### config.mk
export PLATFORM = sky130hd
export DESIGN_NAME = axi2mem_flat
export DESIGN_NICKNAME = d
export VERILOG_FILES = /design/src/rtl/axi2mem_if.sv /design/src/rtl/axi2mem.sv /design/src/flat_wrapper.sv
export SDC_FILE = /design/constraint.sdc
export NUM_CORES = 1
export LEC_CHECK = 0
export CAP_MARGIN = 20
export CORE_MARGIN = 2
export CORE_UTILIZATION = 37
export CTS_BUF_LIST = sky130_fd_sc_hd__clkbuf_4
export DETAILED_ROUTE_END_ITERATION = 16
export GPL_TIMING_DRIVEN = 0
export PLACE_DENSITY = 0.8
export SYNTH_ARGS = -nofsm -noshare
export SYNTH_HDL_FRONTEND = slang
export SYNTH_SLANG_ARGS = --single-unit
### constraint.sdc
create_clock -name clk_i -period 1.5 [get_ports clk_i]
set_input_delay 0.3 -clock clk_i [delete_from_list [all_inputs] [get_ports clk_i]]
set_output_delay 0.3 -clock clk_i [all_outputs]
set_load 0.03 [all_outputs]
### src/rtl/axi2mem_if.sv
// AXI4 bus bundle used by axi2mem: the five channels with the fields a
// single-beat slave needs, plus Master/Slave modports.
interface AXI_BUS #(
   parameter int AXI_ADDR_WIDTH = 32,
   parameter int AXI_DATA_WIDTH = 32,
   parameter int AXI_ID_WIDTH   = 16,
   parameter int AXI_USER_WIDTH = 10
);
   logic [AXI_ADDR_WIDTH-1:0]   aw_addr;
   logic [AXI_ID_WIDTH-1:0]     aw_id;
   logic [7:0]                  aw_len;
   logic [2:0]                  aw_size;
   logic                        aw_valid, aw_ready;

   logic [AXI_DATA_WIDTH-1:0]   w_data;
   logic [AXI_DATA_WIDTH/8-1:0] w_strb;
   logic                        w_last;
   logic                        w_valid, w_ready;

   logic [AXI_ID_WIDTH-1:0]     b_id;
   logic [1:0]                  b_resp;
   logic [AXI_USER_WIDTH-1:0]   b_user;
   logic                        b_valid, b_ready;

   logic [AXI_ADDR_WIDTH-1:0]   ar_addr;
   logic [AXI_ID_WIDTH-1:0]     ar_id;
   logic [7:0]                  ar_len;
   logic [2:0]                  ar_size;
   logic                        ar_valid, ar_ready;

   logic [AXI_DATA_WIDTH-1:0]   r_data;
   logic [AXI_ID_WIDTH-1:0]     r_id;
   logic [1:0]                  r_resp;
   logic                        r_last;
   logic [AXI_USER_WIDTH-1:0]   r_user;
   logic                        r_valid, r_ready;

   modport Master (
      output aw_addr, aw_id, aw_len, aw_size, aw_valid, input aw_ready,
      output w_data, w_strb, w_last, w_valid, input w_ready,
      input  b_id, b_resp, b_user, b_valid, output b_ready,
      output ar_addr, ar_id, ar_len, ar_size, ar_valid, input ar_ready,
      input  r_data, r_id, r_resp, r_last, r_user, r_valid, output r_ready
   );

   modport Slave (
      input  aw_addr, aw_id, aw_len, aw_size, aw_valid, output aw_ready,
      input  w_data, w_strb, w_last, w_valid, output w_ready,
      output b_id, b_resp, b_user, b_valid, input b_ready,
      input  ar_addr, ar_id, ar_len, ar_size, ar_valid, output ar_ready,
      output r_data, r_id, r_resp, r_last, r_user, r_valid, input r_ready
   );
endinterface

### src/rtl/axi2mem.sv
// Single-beat AXI4 slave bridging to a 1-cycle-latency SRAM port.
// Define AXI2MEM_ERR_CHECK_EN to answer bursts / non-word sizes with SLVERR.
module axi2mem #(
   parameter int AXI4_ADDRESS_WIDTH = 32,
   parameter int AXI4_DATA_WIDTH    = 32,
   parameter int AXI4_ID_WIDTH      = 16,
   parameter int AXI4_USER_WIDTH    = 10,
   parameter int MEM_ADDR_WIDTH     = 12
) (
   input  logic                      clk_i,
   input  logic                      rst_ni,
   AXI_BUS.Slave                     AXI_Slave,
   output logic                      mem_req_o,
   output logic                      mem_we_o,
   output logic [MEM_ADDR_WIDTH-1:0] mem_addr_o,
   output logic [3:0]                mem_be_o,
   output logic [31:0]               mem_wdata_o,
   input  logic [31:0]               mem_rdata_i
);
   localparam int AW = MEM_ADDR_WIDTH;

   typedef enum logic [1:0] {IDLE, READ_LATCH, READ_RESP, WRITE_RESP} state_e;

   state_e                   state_q, state_d;
   logic                     aw_full_q, aw_full_d, w_full_q, w_full_d, ar_full_q, ar_full_d;
   logic                     aw_bad_q, aw_bad_d, ar_bad_q, ar_bad_d;
   logic [AW-1:0]            aw_addr_q, aw_addr_d, ar_addr_q, ar_addr_d;
   logic [AXI4_ID_WIDTH-1:0] aw_id_q, aw_id_d, ar_id_q, ar_id_d, rsp_id_q, rsp_id_d;
   logic [31:0]              w_data_q, w_data_d, rdata_q, rdata_d;
   logic [3:0]               w_strb_q, w_strb_d;
   logic                     prio_q, prio_d;   // 1: write wins a tie
   logic                     err_q, err_d;
   logic                     aw_hs, w_hs, ar_hs, wr_pend, rd_pend;

   assign AXI_Slave.aw_ready = rst_ni & ~aw_full_q;
   assign AXI_Slave.w_ready  = rst_ni & ~w_full_q;
   assign AXI_Slave.ar_ready = rst_ni & ~ar_full_q;

   assign aw_hs = AXI_Slave.aw_valid & AXI_Slave.aw_ready;
   assign w_hs  = AXI_Slave.w_valid  & AXI_Slave.w_ready;
   assign ar_hs = AXI_Slave.ar_valid & AXI_Slave.ar_ready;

   logic unused_bits;
`ifdef AXI2MEM_ERR_CHECK_EN
   // Bad-request status is resolved at capture so only one bit is held.
   assign aw_bad_d = aw_hs ? ((AXI_Slave.aw_len != 8'd0) || (AXI_Slave.aw_size != 3'b010)) : aw_bad_q;
   assign ar_bad_d = ar_hs ? ((AXI_Slave.ar_len != 8'd0) || (AXI_Slave.ar_size != 3'b010)) : ar_bad_q;
   assign unused_bits = ^{AXI_Slave.aw_addr[AXI4_ADDRESS_WIDTH-1:AW+2], AXI_Slave.aw_addr[1:0],
                          AXI_Slave.ar_addr[AXI4_ADDRESS_WIDTH-1:AW+2], AXI_Slave.ar_addr[1:0],
                          AXI_Slave.w_last};
`else
   assign aw_bad_d = 1'b0;
   assign ar_bad_d = 1'b0;
   assign unused_bits = ^{AXI_Slave.aw_addr[AXI4_ADDRESS_WIDTH-1:AW+2], AXI_Slave.aw_addr[1:0],
                          AXI_Slave.ar_addr[AXI4_ADDRESS_WIDTH-1:AW+2], AXI_Slave.ar_addr[1:0],
                          AXI_Slave.w_last, AXI_Slave.aw_len, AXI_Slave.aw_size,
                          AXI_Slave.ar_len, AXI_Slave.ar_size};
`endif

   always_comb begin
      state_d     = state_q;
      aw_full_d   = aw_full_q | aw_hs;
      w_full_d    = w_full_q  | w_hs;
      ar_full_d   = ar_full_q | ar_hs;
      aw_addr_d   = aw_hs ? AXI_Slave.aw_addr[AW+1:2] : aw_addr_q;
      aw_id_d     = aw_hs ? AXI_Slave.aw_id : aw_id_q;
      ar_addr_d   = ar_hs ? AXI_Slave.ar_addr[AW+1:2] : ar_addr_q;
      ar_id_d     = ar_hs ? AXI_Slave.ar_id : ar_id_q;
      w_data_d    = w_hs ? AXI_Slave.w_data : w_data_q;
      w_strb_d    = w_hs ? AXI_Slave.w_strb : w_strb_q;
      rsp_id_d    = rsp_id_q;
      rdata_d     = rdata_q;
      prio_d      = prio_q;
      err_d       = err_q;
      wr_pend     = aw_full_q & w_full_q;
      rd_pend     = ar_full_q;
      mem_req_o   = 1'b0;
      mem_we_o    = 1'b0;
      mem_addr_o  = aw_addr_q;
      mem_be_o    = w_strb_q;
      mem_wdata_o = w_data_q;
      unique case (state_q)
         IDLE: begin
            if (wr_pend && (!rd_pend || prio_q)) begin
               aw_full_d = 1'b0;
               w_full_d  = 1'b0;
               prio_d    = ~prio_q;
               rsp_id_d  = aw_id_q;
               err_d     = aw_bad_q;
               mem_req_o = ~aw_bad_q;
               mem_we_o  = ~aw_bad_q;
               state_d   = WRITE_RESP;
            end else if (rd_pend) begin
               ar_full_d  = 1'b0;
               prio_d     = ~prio_q;
               rsp_id_d   = ar_id_q;
               err_d      = ar_bad_q;
               mem_req_o  = ~ar_bad_q;
               mem_addr_o = ar_addr_q;
               // Errored reads skip the SRAM and answer with zero data.
               if (ar_bad_q) begin
                  rdata_d = '0;
                  state_d = READ_RESP;
               end else begin
                  state_d = READ_LATCH;
               end
            end
         end
         READ_LATCH: begin
            rdata_d = mem_rdata_i;
            state_d = READ_RESP;
         end
         READ_RESP:  if (AXI_Slave.r_ready) state_d = IDLE;
         WRITE_RESP: if (AXI_Slave.b_ready) state_d = IDLE;
         default:    state_d = IDLE;
      endcase
   end

   always_ff @(posedge clk_i or negedge rst_ni) begin
      if (!rst_ni) begin
         state_q   <= IDLE;
         aw_full_q <= 1'b0;
         w_full_q  <= 1'b0;
         ar_full_q <= 1'b0;
         aw_bad_q  <= 1'b0;
         ar_bad_q  <= 1'b0;
         aw_addr_q <= '0;
         ar_addr_q <= '0;
         aw_id_q   <= '0;
         ar_id_q   <= '0;
         rsp_id_q  <= '0;
         w_data_q  <= '0;
         w_strb_q  <= '0;
         rdata_q   <= '0;
         prio_q    <= 1'b1;
         err_q     <= 1'b0;
      end else begin
         state_q   <= state_d;
         aw_full_q <= aw_full_d;
         w_full_q  <= w_full_d;
         ar_full_q <= ar_full_d;
         aw_bad_q  <= aw_bad_d;
         ar_bad_q  <= ar_bad_d;
         aw_addr_q <= aw_addr_d;
         ar_addr_q <= ar_addr_d;
         aw_id_q   <= aw_id_d;
         ar_id_q   <= ar_id_d;
         rsp_id_q  <= rsp_id_d;
         w_data_q  <= w_data_d;
         w_strb_q  <= w_strb_d;
         rdata_q   <= rdata_d;
         prio_q    <= prio_d;
         err_q     <= err_d;
      end
   end

   assign AXI_Slave.r_valid = (state_q == READ_RESP);
   assign AXI_Slave.r_data  = rdata_q;
   assign AXI_Slave.r_id    = rsp_id_q;
   assign AXI_Slave.r_resp  = err_q ? 2'b10 : 2'b00;
   assign AXI_Slave.r_last  = 1'b1;
   assign AXI_Slave.r_user  = '0;
   assign AXI_Slave.b_valid = (state_q == WRITE_RESP);
   assign AXI_Slave.b_id    = rsp_id_q;
   assign AXI_Slave.b_resp  = err_q ? 2'b10 : 2'b00;
   assign AXI_Slave.b_user  = '0;
endmodule

### src/flat_wrapper.sv
// flat-port wrapper written by rule: the top's interface ports become plain ports
module axi2mem_flat 
#(
   parameter int AXI4_ADDRESS_WIDTH = 32,
   parameter int AXI4_DATA_WIDTH    = 32,
   parameter int AXI4_ID_WIDTH      = 16,
   parameter int AXI4_USER_WIDTH    = 10,
   parameter int MEM_ADDR_WIDTH     = 12
)
  (clk_i, rst_ni, mem_req_o, mem_we_o, mem_addr_o, mem_be_o, mem_wdata_o, mem_rdata_i, AXI_Slave_aw_addr, AXI_Slave_aw_id, AXI_Slave_aw_len, AXI_Slave_aw_size, AXI_Slave_aw_valid, AXI_Slave_aw_ready, AXI_Slave_w_data, AXI_Slave_w_strb, AXI_Slave_w_last, AXI_Slave_w_valid, AXI_Slave_w_ready, AXI_Slave_b_id, AXI_Slave_b_resp, AXI_Slave_b_user, AXI_Slave_b_valid, AXI_Slave_b_ready, AXI_Slave_ar_addr, AXI_Slave_ar_id, AXI_Slave_ar_len, AXI_Slave_ar_size, AXI_Slave_ar_valid, AXI_Slave_ar_ready, AXI_Slave_r_data, AXI_Slave_r_id, AXI_Slave_r_resp, AXI_Slave_r_last, AXI_Slave_r_user, AXI_Slave_r_valid, AXI_Slave_r_ready);
  AXI_BUS #(.AXI_ADDR_WIDTH(32), .AXI_DATA_WIDTH(32), .AXI_ID_WIDTH(16), .AXI_USER_WIDTH(10)) AXI_Slave_i ();
  input  logic clk_i;
  input  logic rst_ni;
  output logic mem_req_o;
  output logic mem_we_o;
  output logic [MEM_ADDR_WIDTH-1:0] mem_addr_o;
  output logic [3:0] mem_be_o;
  output logic [31:0] mem_wdata_o;
  input  logic [31:0] mem_rdata_i;
  input wire logic [$bits(AXI_Slave_i.aw_addr)-1:0] AXI_Slave_aw_addr;
  input wire logic [$bits(AXI_Slave_i.aw_id)-1:0] AXI_Slave_aw_id;
  input wire logic [$bits(AXI_Slave_i.aw_len)-1:0] AXI_Slave_aw_len;
  input wire logic [$bits(AXI_Slave_i.aw_size)-1:0] AXI_Slave_aw_size;
  input wire logic [$bits(AXI_Slave_i.aw_valid)-1:0] AXI_Slave_aw_valid;
  output wire logic [$bits(AXI_Slave_i.aw_ready)-1:0] AXI_Slave_aw_ready;
  input wire logic [$bits(AXI_Slave_i.w_data)-1:0] AXI_Slave_w_data;
  input wire logic [$bits(AXI_Slave_i.w_strb)-1:0] AXI_Slave_w_strb;
  input wire logic [$bits(AXI_Slave_i.w_last)-1:0] AXI_Slave_w_last;
  input wire logic [$bits(AXI_Slave_i.w_valid)-1:0] AXI_Slave_w_valid;
  output wire logic [$bits(AXI_Slave_i.w_ready)-1:0] AXI_Slave_w_ready;
  output wire logic [$bits(AXI_Slave_i.b_id)-1:0] AXI_Slave_b_id;
  output wire logic [$bits(AXI_Slave_i.b_resp)-1:0] AXI_Slave_b_resp;
  output wire logic [$bits(AXI_Slave_i.b_user)-1:0] AXI_Slave_b_user;
  output wire logic [$bits(AXI_Slave_i.b_valid)-1:0] AXI_Slave_b_valid;
  input wire logic [$bits(AXI_Slave_i.b_ready)-1:0] AXI_Slave_b_ready;
  input wire logic [$bits(AXI_Slave_i.ar_addr)-1:0] AXI_Slave_ar_addr;
  input wire logic [$bits(AXI_Slave_i.ar_id)-1:0] AXI_Slave_ar_id;
  input wire logic [$bits(AXI_Slave_i.ar_len)-1:0] AXI_Slave_ar_len;
  input wire logic [$bits(AXI_Slave_i.ar_size)-1:0] AXI_Slave_ar_size;
  input wire logic [$bits(AXI_Slave_i.ar_valid)-1:0] AXI_Slave_ar_valid;
  output wire logic [$bits(AXI_Slave_i.ar_ready)-1:0] AXI_Slave_ar_ready;
  output wire logic [$bits(AXI_Slave_i.r_data)-1:0] AXI_Slave_r_data;
  output wire logic [$bits(AXI_Slave_i.r_id)-1:0] AXI_Slave_r_id;
  output wire logic [$bits(AXI_Slave_i.r_resp)-1:0] AXI_Slave_r_resp;
  output wire logic [$bits(AXI_Slave_i.r_last)-1:0] AXI_Slave_r_last;
  output wire logic [$bits(AXI_Slave_i.r_user)-1:0] AXI_Slave_r_user;
  output wire logic [$bits(AXI_Slave_i.r_valid)-1:0] AXI_Slave_r_valid;
  input wire logic [$bits(AXI_Slave_i.r_ready)-1:0] AXI_Slave_r_ready;
  assign AXI_Slave_i.aw_addr = AXI_Slave_aw_addr;
  assign AXI_Slave_i.aw_id = AXI_Slave_aw_id;
  assign AXI_Slave_i.aw_len = AXI_Slave_aw_len;
  assign AXI_Slave_i.aw_size = AXI_Slave_aw_size;
  assign AXI_Slave_i.aw_valid = AXI_Slave_aw_valid;
  assign AXI_Slave_aw_ready = AXI_Slave_i.aw_ready;
  assign AXI_Slave_i.w_data = AXI_Slave_w_data;
  assign AXI_Slave_i.w_strb = AXI_Slave_w_strb;
  assign AXI_Slave_i.w_last = AXI_Slave_w_last;
  assign AXI_Slave_i.w_valid = AXI_Slave_w_valid;
  assign AXI_Slave_w_ready = AXI_Slave_i.w_ready;
  assign AXI_Slave_b_id = AXI_Slave_i.b_id;
  assign AXI_Slave_b_resp = AXI_Slave_i.b_resp;
  assign AXI_Slave_b_user = AXI_Slave_i.b_user;
  assign AXI_Slave_b_valid = AXI_Slave_i.b_valid;
  assign AXI_Slave_i.b_ready = AXI_Slave_b_ready;
  assign AXI_Slave_i.ar_addr = AXI_Slave_ar_addr;
  assign AXI_Slave_i.ar_id = AXI_Slave_ar_id;
  assign AXI_Slave_i.ar_len = AXI_Slave_ar_len;
  assign AXI_Slave_i.ar_size = AXI_Slave_ar_size;
  assign AXI_Slave_i.ar_valid = AXI_Slave_ar_valid;
  assign AXI_Slave_ar_ready = AXI_Slave_i.ar_ready;
  assign AXI_Slave_r_data = AXI_Slave_i.r_data;
  assign AXI_Slave_r_id = AXI_Slave_i.r_id;
  assign AXI_Slave_r_resp = AXI_Slave_i.r_resp;
  assign AXI_Slave_r_last = AXI_Slave_i.r_last;
  assign AXI_Slave_r_user = AXI_Slave_i.r_user;
  assign AXI_Slave_r_valid = AXI_Slave_i.r_valid;
  assign AXI_Slave_i.r_ready = AXI_Slave_r_ready;
  axi2mem #(.AXI4_ADDRESS_WIDTH(AXI4_ADDRESS_WIDTH), .AXI4_DATA_WIDTH(AXI4_DATA_WIDTH), .AXI4_ID_WIDTH(AXI4_ID_WIDTH), .AXI4_USER_WIDTH(AXI4_USER_WIDTH), .MEM_ADDR_WIDTH(MEM_ADDR_WIDTH)) u_core (.clk_i(clk_i), .rst_ni(rst_ni), .AXI_Slave(AXI_Slave_i), .mem_req_o(mem_req_o), .mem_we_o(mem_we_o), .mem_addr_o(mem_addr_o), .mem_be_o(mem_be_o), .mem_wdata_o(mem_wdata_o), .mem_rdata_i(mem_rdata_i));
endmodule
==> impl_metrics.env <==
export IMPL_gpl_final_weighted_congestion=0.718
export IMPL_fp_dieArea_sq_um=19000
export IMPL_timing_clock_skew_ps=17.7
export IMPL_post_route_cells_drive_above_1_share=0.556
export IMPL_cap_violations=0
export IMPL_first_global_vias=4760
export IMPL_grt_setup_unrepaired="true"
export IMPL_worst_hold_path_type="input pin to async pin"
export IMPL_area_growth_pct=62.4
export IMPL_cts_htree_levels=4
export IMPL_synth_avg_cell_area_sq_um=14.9
export IMPL_max_vdd_ir_drop_uv=1210
export IMPL_use_met2=0.321
export IMPL_number_of_buffers_created_by_cts=17
export IMPL_synthDistinctLibCells=36
export IMPL_run_status="complete, but fails checks"
export IMPL_vias_per_cell=4.63
export IMPL_ys_ff_latch=146
export IMPL_buffer_ports_inserted=249
export IMPL_mappedNetlistArea_sq_um=6640
export IMPL_synth_warning_count=0
export IMPL_critical_path_data_arrival_time_ps=1960
export IMPL_required_ps=1200
export IMPL_grt_pass1_wl_mm=26.3
export IMPL_postSynthCellCount=444
export IMPL_row_count=48
export IMPL_track_usage=0.186
export IMPL_finish_net_count=1010
export IMPL_place_area_sq_um=9540
export IMPL_hold_ws_ps=-373
export IMPL_die_h_microns=138
export IMPL_grt_met1_usage=0.219
export IMPL_grt_util_met3=0.0556
export IMPL_final_critical_delay_including_setup_and_external_delays_ps=2260
export IMPL_clk_latency_ps=540
export IMPL_grt_max_degree=75
export IMPL_critical_path_peak_fanout=5
export IMPL_synth_sequential_area_ratio=0.551
export IMPL_max_clock_freq_ghz=0.442
export IMPL_drt_antenna_violating_nets=0
export IMPL_wire_per_inst_microns=18.4
export IMPL_finalSetupViolCount=115
export IMPL_final_max_slew_violation_count=0
export IMPL_detail_route_iter0_violations=232
export IMPL_detailedRoute_firstPassIterationCount=4
export IMPL_grt_antenna_before_repair=1
export IMPL_dieWidth_microns=138
export IMPL_timing_worst_setup_path_type="flop to output port"
export IMPL_starting_utilization_of_the_core_area=0.381
export IMPL_grt_overflow_total=0
export IMPL_route_final_wire_length_mm=19.3
export IMPL_worst_slack_ps=-761
export IMPL_hpwl_mm=12.5
export IMPL_floorplan_io_pins=338
export IMPL_utilization=0.619
export IMPL_clock_path_buffers=2
export IMPL_preCtsSetupSlack_ps=-1100
export IMPL_tritoncts="yes"
export IMPL_fin_area_sq_um=10800
export IMPL_worst_setup_path_end_kind="output port"
export IMPL_layout_worst_path_cycle_share=1.51
export IMPL_dr_total_vias=4880
export IMPL_power_density_over_the_cells_nw_per_um2=2360
export IMPL_startpoint_type="flop"
export IMPL_cts_root_buf="sky130_fd_sc_hd__clkbuf_4"
export IMPL_power_leakage_nw=5.23
export IMPL_tritoncts_num_sinks=146
export IMPL_grt_busiest_layer="met2"
export IMPL_hold_viol_final=99
export IMPL_drc=0
export IMPL_violations="hold timing, setup timing"
export IMPL_core_sq_um=17400
export IMPL_clk_transition_reported_paths_ps=120
-- final timing paths --
check | slack (ps) | from | cells past startpoint | end
worst min register to register | 520 | u_core.mem_wdata_o[30]$_DFFE_PN0P_ | 1 | u_core.mem_wdata_o[30]$_DFFE_PN0P_
min in group clk_i | 250 | rst_ni | 3 | u_core.aw_full_q$_DFF_PN0_
worst max register to register | -110 | u_core.w_full_q$_DFF_PN0_ | 7 | u_core.AXI_Slave.b_id[13]$_DFFE_PN0P_
worst min-delay path | -370 | rst_ni | 1 | u_core.ar_addr_q[10]$_DFFE_PN0P_
max in group asynchronous | 1140 | rst_ni | 2 | u_core.AXI_Slave.b_id[0]$_DFFE_PN0P_
worst max-delay path | -760 | u_core.state_q[1]$_DFFE_PN0P_ | 6 | mem_addr_o[3]
-- area by class of cell --
| class | count | area (sq um) |
|---|---|---|
| Antenna cell | 1 | 2.50 |
| Buffer | 55 | 563 |
| Clock buffer | 19 | 143 |
| Clock inverter | 11 | 91.3 |
| Fill cell | 1361 | 6640 |
| Inverter | 1 | 3.75 |
| Multi-Input combinational cell | 256 | 2720 |
| Sequential cell | 146 | 3660 |
| Tap cell | 225 | 282 |
| Timing Repair Buffer | 339 | 3310 |
-- placed cells by master, fill, tap and decap left out, drive strengths merged --
| cell type | instances |
|---|---|
| bufbuf | 1 |
| buf | 253 |
| nand3 | 18 |
| a21o | 2 |
| dfrtp | 145 |
| o31ai | 1 |
| nor2 | 3 |
| clkinv | 8 |
| clkinvlp | 1 |
| and2 | 3 |
| mux2 | 136 |
| xor2 | 1 |
| conb | 25 |
| and3 | 1 |
| diode | 1 |
| clkdlybuf4s50 | 129 |
| nor2b | 6 |
| inv | 2 |
| bufinv | 1 |
| nand2b | 2 |
| o21ai | 17 |
| a21oi | 18 |
| a2bb2oi | 1 |
| a22o | 1 |
| dfstp | 1 |
| a31oi | 16 |
| nand2 | 5 |
| clkbuf | 30 |
-- repair_timing --
item	4_1_cts	5_1_grt
setup buffers	36	51
cloned	2	7
hold endpoints to repair	103	69
pin swaps	5	5
setup endpoints to repair	164	171
resized for setup	738	139
-- through the flow --
stage          total power [mW]  instances  setup TNS [ps]
2_1_floorplan              15.6        467            -814
3_3_place_gp               20.4        941        -1480220
3_5_place_dp               20.7        942          -65420
4_1_cts                    23.5       1005          -24480
5_1_grt                    26.7       1053          -22290
6_report                   25.5       1053          -14740
-- synthesized netlist by cell type --
library cell / number / area, sq um
sky130_fd_sc_hd__buf_4: 48 / 360
sky130_fd_sc_hd__mux2_4: 80 / 1200
sky130_fd_sc_hd__a2bb2oi_1: 1 / 8.76
sky130_fd_sc_hd__nand3_2: 1 / 10.0
sky130_fd_sc_hd__nor2_2: 1 / 6.26
sky130_fd_sc_hd__buf_6: 9 / 101
sky130_fd_sc_hd__o31ai_1: 1 / 7.51
sky130_fd_sc_hd__xor2_1: 1 / 8.76
sky130_fd_sc_hd__and2_1: 2 / 12.5
sky130_fd_sc_hd__o21ai_1: 1 / 5.00
sky130_fd_sc_hd__a21o_2: 1 / 8.76
sky130_fd_sc_hd__nor2b_4: 3 / 41.3
sky130_fd_sc_hd__nand2_4: 3 / 33.8
sky130_fd_sc_hd__dfrtp_1: 145 / 3630
sky130_fd_sc_hd__buf_2: 4 / 20.0
sky130_fd_sc_hd__nand3_1: 17 / 85.1
sky130_fd_sc_hd__o21ai_0: 16 / 80.1
sky130_fd_sc_hd__conb_1: 2 / 7.51
sky130_fd_sc_hd__a22o_1: 1 / 8.76
sky130_fd_sc_hd__clkbuf_1: 2 / 7.51
sky130_fd_sc_hd__and2_4: 1 / 8.76
sky130_fd_sc_hd__a31oi_2: 9 / 113
sky130_fd_sc_hd__and3_1: 1 / 6.26
sky130_fd_sc_hd__clkbuf_2: 1 / 5.00
sky130_fd_sc_hd__inv_1: 1 / 3.75
sky130_fd_sc_hd__nand2b_1: 2 / 12.5
sky130_fd_sc_hd__nor2_1: 2 / 7.51
sky130_fd_sc_hd__mux2_2: 54 / 608
sky130_fd_sc_hd__dfstp_2: 1 / 26.3
sky130_fd_sc_hd__a21o_1: 1 / 7.51
sky130_fd_sc_hd__buf_8: 1 / 15.0
sky130_fd_sc_hd__nand2_1: 1 / 3.75
sky130_fd_sc_hd__a21oi_1: 18 / 90.1
sky130_fd_sc_hd__a31oi_1: 7 / 43.8
sky130_fd_sc_hd__mux2_1: 2 / 22.5
sky130_fd_sc_hd__nor2b_1: 3 / 18.8
-- critical path, stage by stage, from the launching register on --
cell and delay (ps):
sky130_fd_sc_hd__dfrtp_1 420, sky130_fd_sc_hd__nor2_2 150, sky130_fd_sc_hd__buf_6 130, sky130_fd_sc_hd__nand3_4 120, sky130_fd_sc_hd__buf_12 170, sky130_fd_sc_hd__mux2_4 300
sky130_fd_sc_hd__buf_6 140
-- routing by layer --
| metal | share of wire | routed length (microns) |
|---|---|---|
| met5 | 0 | 0 |
| met4 | 0.020 | 381 |
| met3 | 0.079 | 1520 |
| met2 | 0.51 | 9950 |
| met1 | 0.39 | 7500 |
-- where the power goes --
| group | internal, mW | total, mW | switching, mW |
|---|---|---|---|
| Sequential | 5.97 | 7.34 | 1.37 |
| Combinational | 8.31 | 15.9 | 7.56 |
| Clock | 0.828 | 2.25 | 1.42 |
| Total | 15.1 | 25.5 | 10.3 |
-- kinds of logic after synthesis --
| family | Yosys count | share of synthesized area |
|---|---|---|
| AO/OA/AOI/OAI | 56 | 0.0562 |
| other | 2 | 0.00113 |
| flip-flops | 146 | 0.551 |
| XOR/XNOR | 1 | 0.00132 |
| AND/OR/NAND/NOR | 37 | 0.0371 |
| multiplexers | 136 | 0.276 |
| buffers and inverters | 66 | 0.0773 |
-- sequential cells by signal, indices dropped and copies added, names as in the netlist --
| name | cells |
|---|---|
| u_core.AXI_Slave.b_id | 16 |
| u_core.AXI_Slave.r_data | 32 |
| u_core.ar_addr_q | 12 |
| u_core.ar_full_q | 1 |
| u_core.ar_id_q | 16 |
| u_core.aw_addr_q | 12 |
| u_core.aw_full_q | 1 |
| u_core.aw_id_q | 16 |
| u_core.mem_be_o | 4 |
| u_core.mem_wdata_o | 32 |
| u_core.prio_q | 1 |
| u_core.state_q | 2 |
| u_core.w_full_q | 1 |
Power figures use the tool's default switching activity.
